## config.mk

```make
export PLATFORM = sky130hd
export DESIGN_NAME = imem_boot_seq
export DESIGN_NICKNAME = d
export VERILOG_FILES = /design/src/rtl/imem_boot_seq.sv
export SDC_FILE = /design/constraint.sdc
export NUM_CORES = 1
export LEC_CHECK = 0
export ABC_AREA = 1
export BUFFER_PORTS_ARGS = -buffer_cell sky130_fd_sc_hd__buf_2
export CAP_MARGIN = 15
export CORE_MARGIN = 8
export CORE_UTILIZATION = 30
export CTS_CLUSTER_DIAMETER = 80
export CTS_CLUSTER_SIZE = 30
export DETAILED_ROUTE_END_ITERATION = 10
export PLACE_DENSITY = 0.6
export SETUP_SLACK_MARGIN = 0.3
export SYNTH_ARGS = -nofsm -noshare
export SYNTH_HDL_FRONTEND = slang
export SYNTH_SLANG_ARGS = --single-unit
```

## constraint.sdc

```tcl
create_clock -name clk -period 1.51 [get_ports clk]
set_input_delay 0.0755 -clock clk [delete_from_list [all_inputs] [get_ports clk]]
set_output_delay 0.0755 -clock clk [all_outputs]
set_load 0.005 [all_outputs]
```

## src/rtl/imem_boot_seq.sv

```systemverilog
// Boot loader and fetch sequencer for the core's instruction memory: streams a program
// in over a valid/ready port, then releases the core and drives the PC.
module imem_boot_seq #(
    parameter int                 ADDR_W    = 5,
    parameter int                 DATA_W    = 32,
    parameter int                 DEPTH     = 32,
    parameter logic [DATA_W-1:0]  HALT_WORD = 32'hFFFF_FFFF
) (
    input  logic                clk,
    input  logic                reset,
    input  logic                start_load,
    input  logic                start_run,
    input  logic                ld_valid,
    input  logic [DATA_W-1:0]   ld_data,
    input  logic                ld_last,
    output logic                ld_ready,
    output logic                mem_we,
    output logic [ADDR_W-1:0]   mem_waddr,
    output logic [DATA_W-1:0]   mem_wdata,
    output logic [ADDR_W-1:0]   imem_addr,
    input  logic [DATA_W-1:0]   imem_rdata,
    input  logic                br_valid,
    input  logic [ADDR_W-1:0]   br_target,
    output logic                cpu_run,
    output logic [ADDR_W:0]     load_count,
    output logic                trunc_flag,
    output logic [2:0]          state_o
);

    localparam int CW = ADDR_W + 1;
    localparam logic [CW-1:0]     FULL_CNT  = CW'(DEPTH);
    localparam logic [ADDR_W-1:0] LAST_ADDR = ADDR_W'(DEPTH - 1);

    typedef enum logic [2:0] {
        S_IDLE  = 3'd0,
        S_LOAD  = 3'd1,
        S_FLUSH = 3'd2,
        S_RUN   = 3'd3,
        S_HALT  = 3'd4
    } state_t;

    state_t              state_q, state_d;
    logic [ADDR_W-1:0]   pc_q, pc_d;
    logic [CW-1:0]       cnt_q, cnt_d;
    logic                trunc_q, trunc_d;
    logic                we_q, we_d;
    logic [ADDR_W-1:0]   waddr_q, waddr_d;
    logic [DATA_W-1:0]   wdata_q, wdata_d;

    always_ff @(posedge clk) begin
        if (reset) begin
            state_q <= S_IDLE;
            pc_q    <= '0;
            cnt_q   <= '0;
            trunc_q <= 1'b0;
            we_q    <= 1'b0;
            waddr_q <= '0;
            wdata_q <= '0;
        end else begin
            state_q <= state_d;
            pc_q    <= pc_d;
            cnt_q   <= cnt_d;
            trunc_q <= trunc_d;
            we_q    <= we_d;
            waddr_q <= waddr_d;
            wdata_q <= wdata_d;
        end
    end

    always_comb begin
        state_d = state_q;
        pc_d    = pc_q;
        cnt_d   = cnt_q;
        trunc_d = trunc_q;
        we_d    = 1'b0;
        waddr_d = waddr_q;
        wdata_d = wdata_q;
        case (state_q)
            S_IDLE, S_HALT: begin
                if (start_load) begin
                    state_d = S_LOAD;
                    cnt_d   = '0;
                    trunc_d = 1'b0;
                end else if (start_run) begin
                    state_d = S_RUN;
                    pc_d    = '0;
                end
            end
            S_LOAD: begin
                if (ld_valid) begin
                    we_d    = 1'b1;
                    waddr_d = cnt_q[ADDR_W-1:0];
                    wdata_d = ld_data;
                    if (cnt_q != FULL_CNT) begin
                        cnt_d = cnt_q + 1'b1;
                    end
                    // A full memory without ld_last ends the load and is flagged as truncated.
                    if (ld_last) begin
                        state_d = S_FLUSH;
                    end else if (cnt_q[ADDR_W-1:0] == LAST_ADDR) begin
                        state_d = S_FLUSH;
                        trunc_d = 1'b1;
                    end
                end
            end
            S_FLUSH: begin
                state_d = S_RUN;
                pc_d    = '0;
            end
            S_RUN: begin
                if (imem_rdata == HALT_WORD) begin
                    state_d = S_HALT;
                end else if (br_valid) begin
                    pc_d = br_target;
                end else if (pc_q == LAST_ADDR) begin
                    pc_d = '0;
                end else begin
                    pc_d = pc_q + 1'b1;
                end
            end
            default: begin
                state_d = S_IDLE;
            end
        endcase
    end

    assign ld_ready   = (state_q == S_LOAD);
    assign cpu_run    = (state_q == S_RUN);
    assign mem_we     = we_q;
    assign mem_waddr  = waddr_q;
    assign mem_wdata  = wdata_q;
    assign imem_addr  = pc_q;
    assign load_count = cnt_q;
    assign trunc_flag = trunc_q;
    assign state_o    = state_q;

endmodule

```

==> flow_summary_export.csv <==
group,metric,value,unit
run_status,status,"completed",
power,power.density,1010,nW/µm²
timing,worst-slew-pin-transition,0.301,ns
timing,slew_headroom,79.9,%
power,p_leak,0.00182,µW
worst_setup_path,arrival,1.64,ns
worst_setup_path,crit_buf_inv,1,
synthesis,synthesis.nets,437,
floorplan,initial_core_util,30.4,%
clock_network,worstSkewPairLatency,0.30,ns
worst_setup_path,slowest_delay,0.38,ns
worst_setup_path,cp-start-kind,"flip-flop",
worst_setup_path,crit_chain,"ha_4 > nand2_4 > nor2_4 > ha_4 > o21ai_2 > a21oi_4 > nand2_1 > o21ai_1 > inv_1",
grt,grt_max_degree,35,
synthesis,synth-async-reset-ratio,0,%
route,viasPerCell,4.59,
synthesis,avgSynthCellArea,6.87,µm²
cells_and_area,area_growth_syn_to_layout,55.1,%
floorplan,die_w,106,µm
floorplan,io_pins,131,
clock_network,clk_pin_slew,0.10,ns
flow_run,cap_violations,0,
clock_network,cts_buffers,5,
route,wirelength,8340,µm
floorplan,die_h,106,µm
cells_and_area,antenna_cells,0,
cells_and_area,drive_above_1_share,42.8,%
route,ant_nets,0,
place,dp_hpwl,6100,µm
timing,finClkSkew,0.00577,ns
synthesis,synth_seq_area_share,43.4,%
worst_setup_path,endpoint_kind,"flip-flop",
worst_setup_path,cp_max_fo,5,
clock_network,clock_path_buffers,2,
route,drc,0,
synthesis,synth_warnings,0,
min_path,hold_class,"in -> reg",
synthesis,synth.top_cell.area_share,43.4,%
route,avgRoutedWirePerCell,13.6,µm
synthesis,ys_seq_elements,53,
grt,track_usage,13.7,%
place,place_inst,588,
power,total_power,3850,µW
synthesis,yosys.area.top_type,"dfxtp_1",
timing,setup_violations,0,
timing,min_period,1.44,ns
worst_setup_path,required,1.72,ns
clock_network,cts.sinks,53,
worst_setup_path,path_delay_family,"flip-flops",
route,drt_iter0_markers,54,
place,portBuffers,130,
timing,max_freq,0.696,GHz
route,vias,2816,
synthesis,synth_edf_count,0,
floorplan,dieArea,11300,µm²
worst_setup_path,crit_top_cell,"ha_4",
synthesis,yosysMostFrequentCell,"nor2_1",
clock_network,h-tree-depth,2,
grt,grt_pass1_vias,2700,
cells_and_area,final_nets,589,
floorplan,core_region_area,8050,µm²
route,dr.pass1.iters,4,
clock_network,cts_tree,"done",
synthesis,synthTopCellsByArea,"dfxtp_1, nor2_1, nand2_1, o21ai_0, a21oi_1",
synthesis,synth.distinct_cells,27,
clock_network,root_buffer,"clkbuf_8",
place,gp_congestion,0.836,
worst_setup_path,worstSetupPathType,"reg -> reg",
synthesis,syn_area,2450,µm²
timing,fin_crit_sh,95.1,%
timing,drv_slew,0,
timing,finalHoldViolCount,0,
grt,grt_antenna_before_repair,0,
grt,gr-total-overflow,0,
floorplan,row_count,33,
synthesis,yosys-top-cells-count,"nor2_1, nand2_1, dfxtp_1",
timing,whs,0.00428,ns
worst_setup_path,slowest_stage,"dfxtp_4",
power,irDropWorstVdd,0.452,mV
cells_and_area,final_cells,614,
synthesis,synthCells,356,
timing,grt_setup_unrepaired,"yes",
synthesis,ys.flop_type,"dfxtp_1",
grt,grt_pass1_wl,12900,µm
[per-stage QoR]
step	instance area, µm²	util (%)	setup WS, ns	setup TNS, ns
after floorplan	2500	-	0.138	0
after global placement	3330	41.3	0.0679	0
after detailed placement	3330	41.3	0.0272	0
after CTS	3550	44.1	0.0209	0
after global routing	3800	47.1	-0.0152	-0.0152
final	3800	47.1	0.0737	0
[what timing repair did]
action / CTS / global route
resized for setup: 18 / 49
pin swaps: 17 / 19
cloned: 0 / 1
hold buffers: 1 / 0
hold endpoints to repair: 1 / 0
buffers inserted: 7 / 9
setup endpoints to repair: 54 / 54
[routing by layer]
metal,wire length [µm],track usage (%),vias up
li1,-,-,1445
met1,3300,15.2,1313
met2,4550,25.0,54
met3,422,3.69,4
met4,65,3.52,0
met5,0,0,-
[report_power, final]
part	switching, µW	internal (µW)	total, µW
Clock	491	374	864
Combinational	692	603	1290
Sequential	117	1570	1690
Total	1300	2550	3850
[area by class of cell]
class / instances / area, µm²
Clock buffer: 6 / 82.6
Sequential cell: 53 / 1080
Timing Repair Buffer: 158 / 928
Tap cell: 105 / 131
Multi-Input combinational cell: 271 / 1460
Fill cell: 825 / 4260
Clock inverter: 2 / 13.8
Inverter: 19 / 98.8
[flip-flops by register name, indices dropped and copies added, names as in the netlist]
signal,flops
imem_addr,5
mem_we,1
mem_waddr,5
mem_wdata,32
state_o,3
load_count,6
trunc_flag,1
[path summary, 6_finish.rpt]
kind,slack [ns],start,cells past startpoint,end
worst max-delay path,0.07,load_count[1],9,state_o[0]
worst min-delay path,0.004,ld_data[23],3,mem_wdata[23]
worst max register to register,0.07,load_count[1],9,state_o[0]
worst min register to register,0.49,trunc_flag,2,trunc_flag
[cell families after synthesis]
family                     count (synthesis)  share of synthesized area, %
and+or+nand+nor                          197                          33.8
AOI/OAI and AO/OA                         67                          14.0
muxes                                      2                         0.920
adders and majority gates                  5                          2.56
buffers and inverters                     32                          5.37
DFF                                       53                          43.4
[worst register-to-register path, delay by kind of cell (launching register included)]
family / cells / cell delay, ns
fa+ha+maj: 2 / 0.31
buf+inv: 1 / 0.04
flops: 1 / 0.38
compound gates: 3 / 0.37
simple gates: 3 / 0.26
[cells in the final DEF, fill, tap and decap left out, types with 3 or more instances in the layout]
cell / n
buf_4: 22
nor2_1: 96
o21ai_0: 31
ha_4: 5
nand2_1: 63
dfxtp_4: 6
buf_12: 3
inv_4: 3
nor2_4: 6
inv_1: 12
a21oi_2: 3
a21oi_1: 15
nand2_4: 7
clkbuf_8: 6
nand3_1: 10
buf_2: 129
o21ai_2: 5
nand3_2: 3
dfxtp_1: 46
o21ai_1: 10
Power figures use the tool's default switching activity.
